$ cat config.mk
export PLATFORM = sky130hd
export DESIGN_NAME = fetch_ifid
export DESIGN_NICKNAME = d
export VERILOG_FILES = /design/src/rtl/fetch_ifid_pkg.sv /design/src/rtl/fetch_ifid_if.sv /design/src/rtl/fetch_ifid_pc_unit.sv /design/src/rtl/fetch_ifid.sv
export SDC_FILE = /design/constraint.sdc
export NUM_CORES = 1
export LEC_CHECK = 0
export BUFFER_PORTS_ARGS = -buffer_cell sky130_fd_sc_hd__clkbuf_2
export CORE_AREA = 8 8 190 147
export DETAILED_ROUTE_END_ITERATION = 8
export DIE_AREA = 0 0 198 155
export MAX_ROUTING_LAYER = met4
export PLACE_DENSITY = 0.72
export SLEW_MARGIN = 30
export SYNTH_ARGS = -nofsm -noshare
export SYNTH_HDL_FRONTEND = slang
export SYNTH_SLANG_ARGS = --single-unit
$ cat constraint.sdc
create_clock -name clk -period 2.47 [get_ports clk]
set_input_delay 0.494 -clock clk [delete_from_list [all_inputs] [get_ports clk]]
set_output_delay 0.494 -clock clk [all_outputs]
set_load 0.05 [all_outputs]
$ cat src/rtl/fetch_ifid_pkg.sv
// Shared pipeline definitions: instruction/PC widths, the ARM NOP used for bubbles,
// the fetch FSM encoding and the sequential-PC helper.
package fetch_ifid_pkg;

  localparam int INSTR_W = 32;
  localparam int PC_W    = 64;
  localparam int CNT_W   = 32;

  localparam logic [INSTR_W-1:0] NOP_INSTR_ARM = 32'hD503201F;

  typedef enum logic {
    BOOT = 1'b0,
    RUN  = 1'b1
  } fetch_state_e;

  // Plain modulo-2^64 add: the top word wraps to zero.
  function automatic logic [PC_W-1:0] pc_plus4(input logic [PC_W-1:0] pc);
    return pc + 64'd4;
  endfunction

endpackage

$ cat src/rtl/fetch_ifid_if.sv
// Instruction-memory and pipeline-control bundle seen by the fetch stage.
// master = environment (imem + hazard/branch logic), slave = fetch stage.
interface fetch_ifid_if;
  import fetch_ifid_pkg::*;

  logic [INSTR_W-1:0] ibus;
  logic               imem_ready;
  logic               stall;
  logic               branch_taken;
  logic [PC_W-1:0]    branch_target;
  logic [PC_W-1:0]    iaddrbus;

  modport master (
    output ibus, imem_ready, stall, branch_taken, branch_target,
    input  iaddrbus
  );

  modport slave (
    input  ibus, imem_ready, stall, branch_taken, branch_target,
    output iaddrbus
  );

endinterface

$ cat src/rtl/fetch_ifid_pc_unit.sv
// Program counter and next-PC mux; PC is driven straight onto iaddrbus.
// Priority in RUN: branch redirect, then stall / memory-not-ready hold, then PC+4.
module pc_unit
  import fetch_ifid_pkg::*;
#(
  parameter logic [PC_W-1:0] RESET_PC = '0
) (
  input  logic             clk,
  input  logic             reset,
  input  logic             run_i,
  fetch_ifid_if.slave      bus,
  output logic [PC_W-1:0]  pc_o,
  output logic [PC_W-1:0]  pc_plus4_o
);

  logic [PC_W-1:0] pc_q;
  logic [PC_W-1:0] pc_d;

  always_comb begin
    pc_d = pc_q;
    if (run_i) begin
      // Redirect targets are forced word-aligned.
      if (bus.branch_taken) begin
        pc_d = {bus.branch_target[PC_W-1:2], 2'b00};
      end else if (bus.stall || !bus.imem_ready) begin
        pc_d = pc_q;
      end else begin
        pc_d = pc_plus4(pc_q);
      end
    end
  end

  always_ff @(posedge clk) begin
    if (reset) begin
      pc_q <= RESET_PC;
    end else begin
      pc_q <= pc_d;
    end
  end

  assign pc_o         = pc_q;
  assign pc_plus4_o   = pc_plus4(pc_q);
  assign bus.iaddrbus = pc_q;

endmodule

$ cat src/rtl/fetch_ifid.sv
// Fetch stage with IF/ID pipeline register and accepted-instruction counter.
// One-cycle BOOT after reset, then fetches one word per cycle unless redirected or held.
module fetch_ifid
  import fetch_ifid_pkg::*;
#(
  parameter logic [PC_W-1:0]    RESET_PC  = 64'h0,
  parameter logic [INSTR_W-1:0] NOP_INSTR = NOP_INSTR_ARM
) (
  input  logic               clk,
  input  logic               reset,
  input  logic [INSTR_W-1:0] ibus,
  input  logic               imem_ready,
  input  logic               stall,
  input  logic               branch_taken,
  input  logic [PC_W-1:0]    branch_target,
  output logic [PC_W-1:0]    iaddrbus,
  output logic [INSTR_W-1:0] ifid_instr,
  output logic [PC_W-1:0]    ifid_pc,
  output logic [PC_W-1:0]    ifid_pc_plus4,
  output logic               ifid_valid,
  output logic [CNT_W-1:0]   fetch_count
);

  fetch_ifid_if bus_int ();

  assign bus_int.ibus          = ibus;
  assign bus_int.imem_ready    = imem_ready;
  assign bus_int.stall         = stall;
  assign bus_int.branch_taken  = branch_taken;
  assign bus_int.branch_target = branch_target;
  assign iaddrbus              = bus_int.iaddrbus;

  fetch_state_e       state_q, state_d;
  logic [INSTR_W-1:0] instr_q, instr_d;
  logic [PC_W-1:0]    ifpc_q, ifpc_d;
  logic [PC_W-1:0]    ifpc4_q, ifpc4_d;
  logic               valid_q, valid_d;
  logic [CNT_W-1:0]   cnt_q, cnt_d;
  logic [PC_W-1:0]    pc;
  logic [PC_W-1:0]    pc_plus4;
  logic               run;

  assign run = (state_q == RUN);

  pc_unit #(
    .RESET_PC (RESET_PC)
  ) u_pc_unit (
    .clk        (clk),
    .reset      (reset),
    .run_i      (run),
    .bus        (bus_int.slave),
    .pc_o       (pc),
    .pc_plus4_o (pc_plus4)
  );

  always_comb begin
    state_d = state_q;
    instr_d = instr_q;
    ifpc_d  = ifpc_q;
    ifpc4_d = ifpc4_q;
    valid_d = valid_q;
    cnt_d   = cnt_q;
    case (state_q)
      BOOT: begin
        // Control inputs are ignored here; IF/ID just carries a bubble.
        state_d = RUN;
        instr_d = NOP_INSTR;
        valid_d = 1'b0;
      end
      RUN: begin
        state_d = RUN;
        if (bus_int.branch_taken) begin
          instr_d = NOP_INSTR;
          valid_d = 1'b0;
        end else if (bus_int.stall) begin
          instr_d = instr_q;
        end else if (!bus_int.imem_ready) begin
          instr_d = NOP_INSTR;
          valid_d = 1'b0;
        end else begin
          instr_d = bus_int.ibus;
          ifpc_d  = pc;
          ifpc4_d = pc_plus4;
          valid_d = 1'b1;
          cnt_d   = cnt_q + 32'd1;
        end
      end
      default: state_d = BOOT;
    endcase
  end

  always_ff @(posedge clk) begin
    if (reset) begin
      state_q <= BOOT;
      instr_q <= NOP_INSTR;
      ifpc_q  <= '0;
      ifpc4_q <= '0;
      valid_q <= 1'b0;
      cnt_q   <= '0;
    end else begin
      state_q <= state_d;
      instr_q <= instr_d;
      ifpc_q  <= ifpc_d;
      ifpc4_q <= ifpc4_d;
      valid_q <= valid_d;
      cnt_q   <= cnt_d;
    end
  end

  assign ifid_instr    = instr_q;
  assign ifid_pc       = ifpc_q;
  assign ifid_pc_plus4 = ifpc4_q;
  assign ifid_valid    = valid_q;
  assign fetch_count   = cnt_q;

endmodule

* Word-level counts from Yosys, hierarchy flattened *
Index checks and enable logic that the tools add are counted.

storage, ports and cells
  word-level logic and storage cells = 29
  memories = 0
  bits in read-only memories = 0
  register bits = 258
  bits in latches = 0
  input bits = 101
  memory bits (writable) = 0

cells by class
  equality and inequality tests = 2
  muxes and demuxes = 11
  $lt $le $gt $ge = 0
  shift operators = 0
  bitwise operators = 3
  $add $sub $neg = 2
  div/mod/pow operators = 0
  reduce and logical (&&, ||, !) cells = 4
  $mul = 0

operator list
  kind                                            number
  2-to-1 mux 64 bit                               2
  2-to-1 mux 32 bit                               3
  adder 64 x 3 -> 64 bit (second input constant)  1
  case mux 32 bit (2 select lines)                1
  adder 32 x 1 -> 32 bit (second input constant)  1
  2-to-1 mux 1 bit                                4
  AND reduction 4 bit                             1
  != test 3 bit (second input constant)           1
  NOT 1 bit                                       3
  != test 2 bit (second input constant)           1
  case mux 1 bit (2 select lines)                 1
  AND reduction 2 bit                             1
  logical NOT 1 bit                               1
  logical OR 1 bit                                1

* Longest topological paths before layout *
Gate-level depths: netlist of the first run.

  depth in word-level cells = 4
  gate-level depth with buffers = 9

* By module *
Synthesis of the first run repeated with hierarchy kept, for this count alone.

second synthesis, totals
  cell total of the unflattened synthesis = 1630
  area total of the unflattened synthesis = 12672.2 sq um

modules (own cells, without submodules)
  module      seq. area each (sq um)  cells an instance  instances  area each (sq um)
  fetch_ifid  3883.7                  854                1          6998.0
  pc_unit     1241.2                  776                1          5674.2

* Worst setup path before layout of the first run *
OpenSTA, ideal clock, no wires.

  path type = register -> register
  from = reg u_pc_unit.pc_q[2] (netlist: u_pc_unit.bus.iaddrbus[2])
  to = reg ifpc4_q[60] (netlist: ifid_pc_plus4[60])
  buffers on the path = 0
  data arrival time = 2.896 ns
  period minus slack after synthesis = 2.981 ns
  path slack = -0.511 ns
  stages on the path, launching flop included = 8
  cell sequence = dfxtp_1 ha_1 and4_1 nand3_1 or4_1 or3_1 xor2_1 a211oi_1

on the way
  longest elaborated chain between the ends = 1

RTL lines
  what                      line                      text
  start: declaration        fetch_ifid_pc_unit.sv:16  logic [PC_W-1:0] pc_q;
  start signal: assignment  fetch_ifid_pc_unit.sv:37  pc_q <= pc_d;
  adder 64 x 3 -> 64 bit    fetch_ifid_pkg.sv:18      return pc + 64'd4;
  end signal: assignment    fetch_ifid.sv:104         ifpc4_q <= ifpc4_d;
  end: declaration          fetch_ifid.sv:36          logic [PC_W-1:0] ifpc4_q, ifpc4_d;

Every way passes these cells.
A chain may end at the register's enable or synchronous reset.

* Worst setup path after layout of the first run *
  from = reg u_pc_unit.pc_q[3] (netlist: u_pc_unit.bus.iaddrbus[3])
  to = reg ifpc4_q[60] (netlist: ifid_pc_plus4[60])

The elaborated chain is that of the path after synthesis.

==> flow_summary.yaml, run 1 <==
outcome:
  status: "complete, no violations"
floorplanning:
  core_area_mm2: 0.0252
  rows: 51
  die_width_um: 198
  initial_core_util_pct: 45.5
  ioPinCount: 358
  die_h_um: 155
  dieArea_mm2: 0.0307
critical_path:
  crit_required_ns: 2.89
  cp_top_family: "simple AND/OR/NAND/NOR gates"
  crit_buf_inv: 0
  slowest_delay_ns: 0.57
  critPathKind: "flop to flop"
  cp-start-kind: "flop"
  worstSetupEndpointType: "flop"
  crit_arrival_ns: 2.81
  critPathMaxFanout: 6
  cp_slowest_cell: "or4_4"
  crit_chain: "ha_2, and4_4, nand3_2, or4_4, or3_4, xor2_1, a211oi_1"
placement:
  dp_cells: 2099
  routabilityCongestion: 0.946
  pre_cts_ws_ns: 0.0642
  io_buffers: 349
  postPlaceCellArea_mm2: 0.0141
  hpwl_um: 30000
layout:
  drive_above_1_share_pct: 31.2
  final_area_mm2: 0.0151
  area_growth_pct: 31.7
  multi_input_area_mm2: 0.00591
  stdcell_count: 2150
  final_cell_mix: "clkbuf_2 (347), nand2_1 (224), dfxtp_1 (214)"
  nets: 1888
  fill_cells: 2299
  final_util_pct: 59.9
  layout_commonest_cell: "clkbuf_2"
  regArea_mm2: 0.00514
drt:
  wl_um: 41000
  firstDrtPassIters: 5
  wire_per_inst_um: 19.1
  via_count: 11894
  drcViolationCount: 0
  final_antenna_net_count: 0
  viasPerCell: 5.53
  drt_iter0_drc: 1074
power:
  power_mw: 9.85
  power_density_mw_per_mm2: 653
  max-vdd-ir-drop_v: 0.000488
  leakage_nw: 6.14
clocking:
  clk_pin_slew_ns: 0.06
  cts_buffer_depth: 3
  insertion_delay_ns: 0.53
  cts_buffers: 27
  clock-root-buffer: "clkbuf_16"
  h-tree-depth: 1
  clock_sinks: 252
  cts_tree: "built"
  cts_hold_buf: 0
timing:
  setup_tns_ns: 0
  setup_viol: 0
  hold_slack_ns: 0.209
  period_share_pct: 96.7
  fin_crit_ns: 2.39
  finalClockSkew_ns: 0.0199
  hold_viol: 0
  slew_viol_final: 0
  tightest_slew_ns: 0.653
  fin_ws_ns: 0.0817
  rsz0062_at_grt: "no"
  max_freq_mhz: 419
  slew_headroom_pct: 56.1
logic_synthesis:
  postSynthCellCount: 1439
  yosysSeqAreaShare_pct: 44.0
  synthXorXnorAreaFrac_pct: 6.65
  yosysUniqueCellTypes: 62
  synth-main-ff-cell: "dfxtp_1"
  async_reset_ff_share_pct: 0
  synth_warnings: 0
  synth_top_family_by_area: "simple AND/OR/NAND/NOR gates"
  syn_area_mm2: 0.0115
  synth-compound-area-share_pct: 17.9
  synth-adder-area-share_pct: 0.218
  ys_seq_elements: 252
  synth_top_area_share_pct: 44.0
  synth_mux_area_share_pct: 0.448
  synth_edf_count: 0
  synth.avg_cell_area_um2: 7.96
  yosys.area.top_type: "dfxtp_1"
  synth-simple-area-share_pct: 25.4
  synth_area_leaders: "dfxtp_1 (44%), nand2_1 (7.3%), nor2_1 (5.5%)"
global_routing:
  antenna_found_initial: 1
  track_usage_pct: 26.0
  grt_max_degree: 130
  overflow: 0
  grt_pass1_vias: 11310
  grt_pass1_wl_um: 63100
flow_run:
  maxCapViolCount: 0
hold_path:
  hold_class: "input pin to flop"
## worst paths after layout
path,from,to,slack [ns],cells after the start
setup / recovery,u_pc_unit.bus.iaddrbus[3],ifid_pc_plus4[60],0.08,7
hold / removal,ibus[2],ifid_instr[2],0.21,3
setup reg to reg,u_pc_unit.bus.iaddrbus[3],ifid_pc_plus4[60],0.08,7
hold reg to reg,ifid_pc[35],ifid_pc[35],0.45,2
## worst reg2reg max path, cell delays in order, from the launching register on
cell,delay [ns]
dfxtp_4,0.36
ha_2,0.17
and4_4,0.27
nand3_2,0.11
or4_4,0.57
or3_4,0.41
xor2_1,0.15
a211oi_1,0.25
## where the power goes
group | total (mW) | leakage (nW) | switching (mW) | internal [mW]
logic | 1.26 | 3.61 | 0.888 | 0.369
clock network | 4.34 | 0.472 | 1.75 | 2.59
registers | 4.26 | 2.06 | 0.0960 | 4.16
## per-layer routing
layer | global-route usage [%] | routed length (um) | up-vias
li1 | - | - | 5731
met1 | 34.1 | 18200 | 5625
met2 | 40.2 | 18500 | 487
met3 | 6.22 | 3550 | 51
met4 | 5.64 | 789 | 0
met5 | - | 0 | -
## cells by family after synthesis
group / after synthesis
XOR/XNOR: 87
buffers and inverters: 151
AND/OR/NAND/NOR: 622
AO/OA/AOI/OAI: 319
other: 1
adder cells (fa/ha/maj): 2
multiplexers: 5
flip-flops: 252
## cell usage after synthesis (3+ instances only)
| cell type | count |
|---|---|
| dfxtp_1 | 252 |
| nand2_1 | 224 |
| nor2_1 | 167 |
| a21oi_1 | 113 |
| clkbuf_1 | 110 |
| nand3_1 | 65 |
| a211oi_1 | 58 |
| xor2_1 | 56 |
| and3_1 | 39 |
| nand4_1 | 34 |
| xnor2_1 | 31 |
| a22oi_1 | 28 |
| a31oi_1 | 27 |
| o21ai_0 | 25 |
| nor3_1 | 20 |
| or3_1 | 14 |
| and4_1 | 13 |
| o22ai_1 | 13 |
| buf_2 | 12 |
| o31ai_1 | 12 |
| buf_1 | 11 |
| nor4_1 | 11 |
| a22o_1 | 9 |
| inv_1 | 9 |
| a32o_1 | 8 |
| and2_1 | 6 |
| buf_4 | 6 |
| a21o_1 | 5 |
| nor2b_1 | 5 |
| mux2i_1 | 4 |
| o211ai_1 | 4 |
| o311ai_0 | 4 |
| or4_1 | 4 |
| nand3b_1 | 3 |
| nand4b_1 | 3 |
## flip-flops by register name (all words and copies together), names as in the netlist
| name | cells |
|---|---|
| ifid_valid | 1 |
| u_pc_unit.bus.iaddrbus | 62 |
| ifid_pc_plus4 | 62 |
| fetch_count | 32 |
| ifid_pc | 62 |
| run | 1 |
| ifid_instr | 32 |
## cell type report
cell class | count | share of cell area (%)
sequential | 252 | 34.0
clock buffer | 29 | 4.66
clock inverter | 20 | 1.59
antenna | 1 | 0.0166
inverter | 9 | 0.224
multi-input combinational | 1041 | 39.2
timing repair buffer | 454 | 17.4
tap | 344 | 2.85
## timing repair
| action | CTS | global route |
|---|---|---|
| resized for setup | 0 | 2 |
| endpoints found under the setup margin | 0 | 6 |
| setup buffers | 0 | 1 |
| endpoints found under the hold margin | 0 | 0 |
(Power assumes the default switching activity.)
==> run 2, diff against run 1 <==
Settings changed: CORE_AREA 8 8 190 147 to 8 8 181 140, DIE_AREA 0 0 198 155 to 0 0 189 148, PLACE_DENSITY 0.72 to 0.76.
Clock period 2.47 ns to 2.7 ns, I/O delays scaled along.
==> run 2 against run 1 <==
Routed wire length decreased by 2.0%. Sequential cell count unchanged. Via count increased by 0.56%. Fmax decreased by 5.7%. Largest power group is now sequential cells. Cell count decreased by 3.3%. Die area decreased by 8.9%. Combinational power decreased by 13%. Clock skew decreased by 0.0053 ns. Critical endpoint is now ifid_pc_plus4[63]. First-iteration DRC count decreased by 14%. Global-route usage increased by 2.0 points. Critical path depth decreased by 1.
==> flow_summary.yaml, run 2 (same netlist as run 1, synthesis figures left out) <==
outcome:
  status: "complete, no violations"
critical_path:
  worstSetupEndpointType: "flop"
  crit_arrival_ns: 2.98
  critPathMaxFanout: 7
  r2r_setup_slack_ns: 0.17
  critPathKind: "flop to flop"
  crit_required_ns: 3.15
  cp-start-kind: "flop"
power:
  power_density_mw_per_mm2: 596
  internal_power_mw: 6.31
  seqPwrFrac_pct: 44.9
  max-vdd-ir-drop_v: 0.000446
  p_clk_share_pct: 42.5
  p_sw_mw: 2.42
  combPwrFrac_pct: 12.6
  p_sw_share_pct: 27.7
  leakage_nw: 5.93
layout:
  nets: 1856
  drive_above_1_share_pct: 28.3
  area_growth_pct: 27.8
  final_cell_mix: "clkbuf_2 (347), dfxtp_1 (232), nand2_1 (224)"
  final_util_pct: 65.0
  final_area_mm2: 0.0146
  fill_cells: 1979
  layout_commonest_cell: "clkbuf_2"
clocking:
  cts_buffers: 27
  cts_tree: "built"
  h-tree-depth: 1
  insertion_delay_ns: 0.53
  clock-root-buffer: "clkbuf_16"
  clk_pin_slew_ns: 0.06
  clock_sinks: 252
  cts_buffer_depth: 3
placement:
  io_buffers: 349
  pre_cts_ws_ns: 0.175
  postPlaceCellArea_mm2: 0.0137
  routabilityCongestion: 0.902
  hpwl_um: 28600
timing:
  setup_viol: 0
  rsz0062_at_grt: "no"
  fin_crit_ns: 2.53
  fin_ws_ns: 0.169
  hold_viol: 0
  slew_viol_final: 0
  max_freq_mhz: 395
  period_share_pct: 93.8
  setup_tns_ns: 0
  finalClockSkew_ns: 0.0146
  slew_headroom_pct: 40.5
  hold_slack_ns: 0.241
  tightest_slew_ns: 0.892
floorplanning:
  rows: 48
  ioPinCount: 358
  core_area_mm2: 0.0225
  initial_core_util_pct: 50.9
  die_h_um: 148
  die_width_um: 189
  dieArea_mm2: 0.0280
drt:
  viasPerCell: 5.76
  via_count: 11961
  wire_per_inst_um: 19.4
  firstDrtPassIters: 5
  drt_iter0_drc: 929
  final_antenna_net_count: 0
  wl_um: 40200
  drcViolationCount: 0
global_routing:
  grt_pass1_wl_um: 62600
  track_usage_pct: 28.0
  grt_max_degree: 144
  antenna_found_initial: 4
  overflow: 0
  grt_pass1_vias: 11376
flow_run:
  maxCapViolCount: 0
hold_path:
  hold_class: "input pin to flop"
## run 2: layer usage
layer / part of all wire [%] / track usage [%]
met1: 42 / 36.2
met2: 45 / 42.2
met3: 9.7 / 7.32
met4: 2.7 / 8.62
met5: 0 / -
## run 2: final timing paths
kind,startpoint,endpoint,cells after the start
worst min-delay path,ibus[26],ifid_instr[26],3
worst min register to register,ifid_pc[38],ifid_pc[38],2
worst max register to register,u_pc_unit.bus.iaddrbus[24],ifid_pc_plus4[63],6
worst max-delay path,u_pc_unit.bus.iaddrbus[24],ifid_pc_plus4[63],6
## run 2: what timing repair did
action	in CTS	in global routing
gates resized for setup	0	1
setup endpoints to repair	0	1
hold buffers	0	0
buffers inserted	0	0
endpoints found under the hold margin	0	0
## run 2: area by class of cell
| class | instances | area [um^2] | share of cell area, % |
|---|---|---|---|
| Sequential cell | 252 | 5080 | 34.7 |
| Clock buffer | 43 | 826 | 5.64 |
| Antenna cell | 4 | 10.0 | 0.0684 |
| Inverter | 9 | 33.8 | 0.231 |
| Multi-Input combinational cell | 1041 | 5880 | 40.2 |
| Tap cell | 300 | 375 | 2.56 |
| Timing Repair Buffer | 422 | 2370 | 16.2 |
| Clock inverter | 7 | 67.6 | 0.461 |
## run 2: worst max-delay path, cell delays in order (launching register included)
cell and delay (ns):
dfxtp_2 0.40, nand3_2 0.12, or3_1 0.43, or4_4 0.59, or4_4 0.53, xor2_1 0.17, a211oi_2 0.22
## run 2: stage by stage
| step | instances | total power, mW |
|---|---|---|
| finish | 2078 | 8.73 |
| global route | 2078 | 9.00 |
| CTS | 2074 | 8.78 |
| detailed placement | 2024 | 5.09 |
| global placement | 2024 | 5.07 |
| floorplan | 1444 | 4.73 |
## run 2: power groups by stage
stage | Sequential [mW] | Combinational [mW] | Clock [mW]
2_1_floorplan | 4.29 | 0.440 | 0
3_3_place_gp | 3.99 | 1.09 | 0
3_5_place_dp | 3.99 | 1.10 | 0
4_1_cts | 3.91 | 1.10 | 3.76
5_1_grt | 3.93 | 1.17 | 3.90
6_report | 3.92 | 1.10 | 3.71
==> run 3, diff against run 2 <==
Settings changed: CORE_AREA 8 8 181 140 to 8 8 151 167, DIE_AREA 0 0 189 148 to 0 0 159 175, SLEW_MARGIN 30 to 0.
==> run 3 against run 2 <==
Combinational power barely moved. Critical endpoint unchanged. Sequential share of layout area fell by 0.24 points. First-iteration DRC count increased by 5.9%. Largest cell class unchanged.
==> flow_summary.yaml, run 3 (same netlist as run 1, synthesis figures left out) <==
drt:
  viasPerCell: 5.69
  drcViolationCount: 0
  final_antenna_net_count: 0
  wire_per_inst_um: 18.7
  wl_um: 39100
  firstDrtPassIters: 5
  via_count: 11850
  drt_iter0_drc: 984
placement:
  routabilityCongestion: 0.927
  io_buffers: 349
  hpwl_um: 27900
critical_path:
  crit_chain: "nand3_2, or3_1, or4_4, or4_4, xor2_1, a211oi_2"
  cp_common_cell: "or4_4"
  r2r_end: "ifid_pc_plus4[63]"
  cp-start-kind: "flop"
  slowest_delay_ns: 0.60
  crit_required_ns: 3.14
  r2r_setup_slack_ns: 0.15
  worstSetupEndpointType: "flop"
  critPathKind: "flop to flop"
  cp_slowest_cell: "or4_4"
  cp_top_family: "simple AND/OR/NAND/NOR gates"
  r2r_cells: 6
  crit_buf_inv: 0
  crit-reg2reg-launch: "u_pc_unit.bus.iaddrbus[24]"
  cp.depth: 6
  startpoint: "u_pc_unit.bus.iaddrbus[24]"
  crit_arrival_ns: 3.00
  critPathMaxFanout: 7
timing:
  finalClockSkew_ns: 0.0175
  tightest_slew_ns: 0.817
  period_share_pct: 94.5
  max_freq_mhz: 392
  rsz0062_at_grt: "no"
  hold_viol: 0
  setup_viol: 0
  slew_headroom_pct: 45.6
  fin_crit_ns: 2.55
  slew_viol_final: 0
  setup_tns_ns: 0
power:
  p_sw_mw: 2.41
  max-vdd-ir-drop_v: 0.000448
  p_sw_share_pct: 26.7
  combPwrFrac_pct: 12.2
  seqPwrFrac_pct: 43.2
  internal_power_mw: 6.63
  p_clk_share_pct: 44.5
  power_density_mw_per_mm2: 613
  leakage_nw: 5.99
floorplanning:
  dieArea_mm2: 0.0278
  ioPinCount: 358
  die_h_um: 175
  core_area_mm2: 0.0225
  rows: 58
  initial_core_util_pct: 50.9
  die_width_um: 159
flow_run:
  maxCapViolCount: 0
outcome:
  status: "complete, no violations"
layout:
  layout_commonest_cell: "clkbuf_2"
  final_cell_mix: "clkbuf_2 (347), dfxtp_1 (231), nand2_1 (224)"
  final_util_pct: 65.6
  nets: 1866
  drive_above_1_share_pct: 28.8
  area_growth_pct: 28.7
clocking:
  clock_sinks: 252
  cts_hold_buf: 0
  cts_buffer_depth: 3
  cts_tree: "built"
  clock-root-buffer: "clkbuf_16"
  cts_buffers: 27
  insertion_delay_ns: 0.53
  clk_pin_slew_ns: 0.06
  h-tree-depth: 1
hold_path:
  min_to: "ifid_instr[1]"
  hold_class: "input pin to flop"
  hold_depth: 3
  holdCritStartpoint: "ibus[1]"
global_routing:
  grt_pass1_wl_um: 61000
  antenna_found_initial: 1
  grt_pass1_vias: 11304
  track_usage_pct: 27.2
  overflow: 0
  grt_max_degree: 87
-- run 3: worst max path at each step --
stage / to
CTS: u_pc_unit.bus.iaddrbus[63]
global placement: ifid_pc_plus4[63]
detailed placement: u_pc_unit.bus.iaddrbus[63]
floorplan: ifid_pc_plus4[60]
global route: u_pc_unit.bus.iaddrbus[63]
finish: ifid_pc_plus4[63]
-- run 3: cell type report --
class / instances / area, um^2
timing repair buffer: 432 / 2400
antenna: 1 / 2.50
clock buffer: 38 / 787
tap: 300 / 375
sequential: 252 / 5080
inverter: 9 / 33.8
multi-input combinational: 1041 / 5880
fill: 1982 / 7750
clock inverter: 11 / 185
-- run 3: per-layer routing --
metal	vias up	wire length (um)	global-route usage, %
met1	5581	16200	32.4
met2	499	18700	44.7
met4	0	1290	9.40
li1	5686	-	-
met5	-	0	-
met3	84	2900	6.24
-- run 3: timing repair --
action	in CTS	in global routing
setup endpoints to repair	0	1
setup buffers	0	3
gates resized for setup	0	0
-- run 3: worst min-delay path: stages --
cell and delay [ns]:
clkbuf_2 0.08, o22ai_1 0.07, nand2_1 0.06
-- run 3: metrics by stage --
stage,area [um^2],power (mW),std cells,setup slack [ns],hold slack (ns)
global placement,13800,5.07,2031,0.226,0.441
finish,14700,9.04,2084,0.148,0.248
CTS,14700,9.08,2080,0.132,0.233
detailed placement,13800,5.09,2031,0.149,0.446
floorplan,11500,4.73,1444,-0.0504,0.560
global route,14700,9.31,2084,0.0579,0.244
-- run 3: power by group through the flow --
stage	Sequential [mW]	Clock [mW]	Combinational, mW
global placement	3.98	0	1.09
detailed placement	3.99	0	1.10
CTS	3.91	4.07	1.10
floorplan	4.29	0	0.440
global route	3.92	4.22	1.18
finish	3.91	4.03	1.10
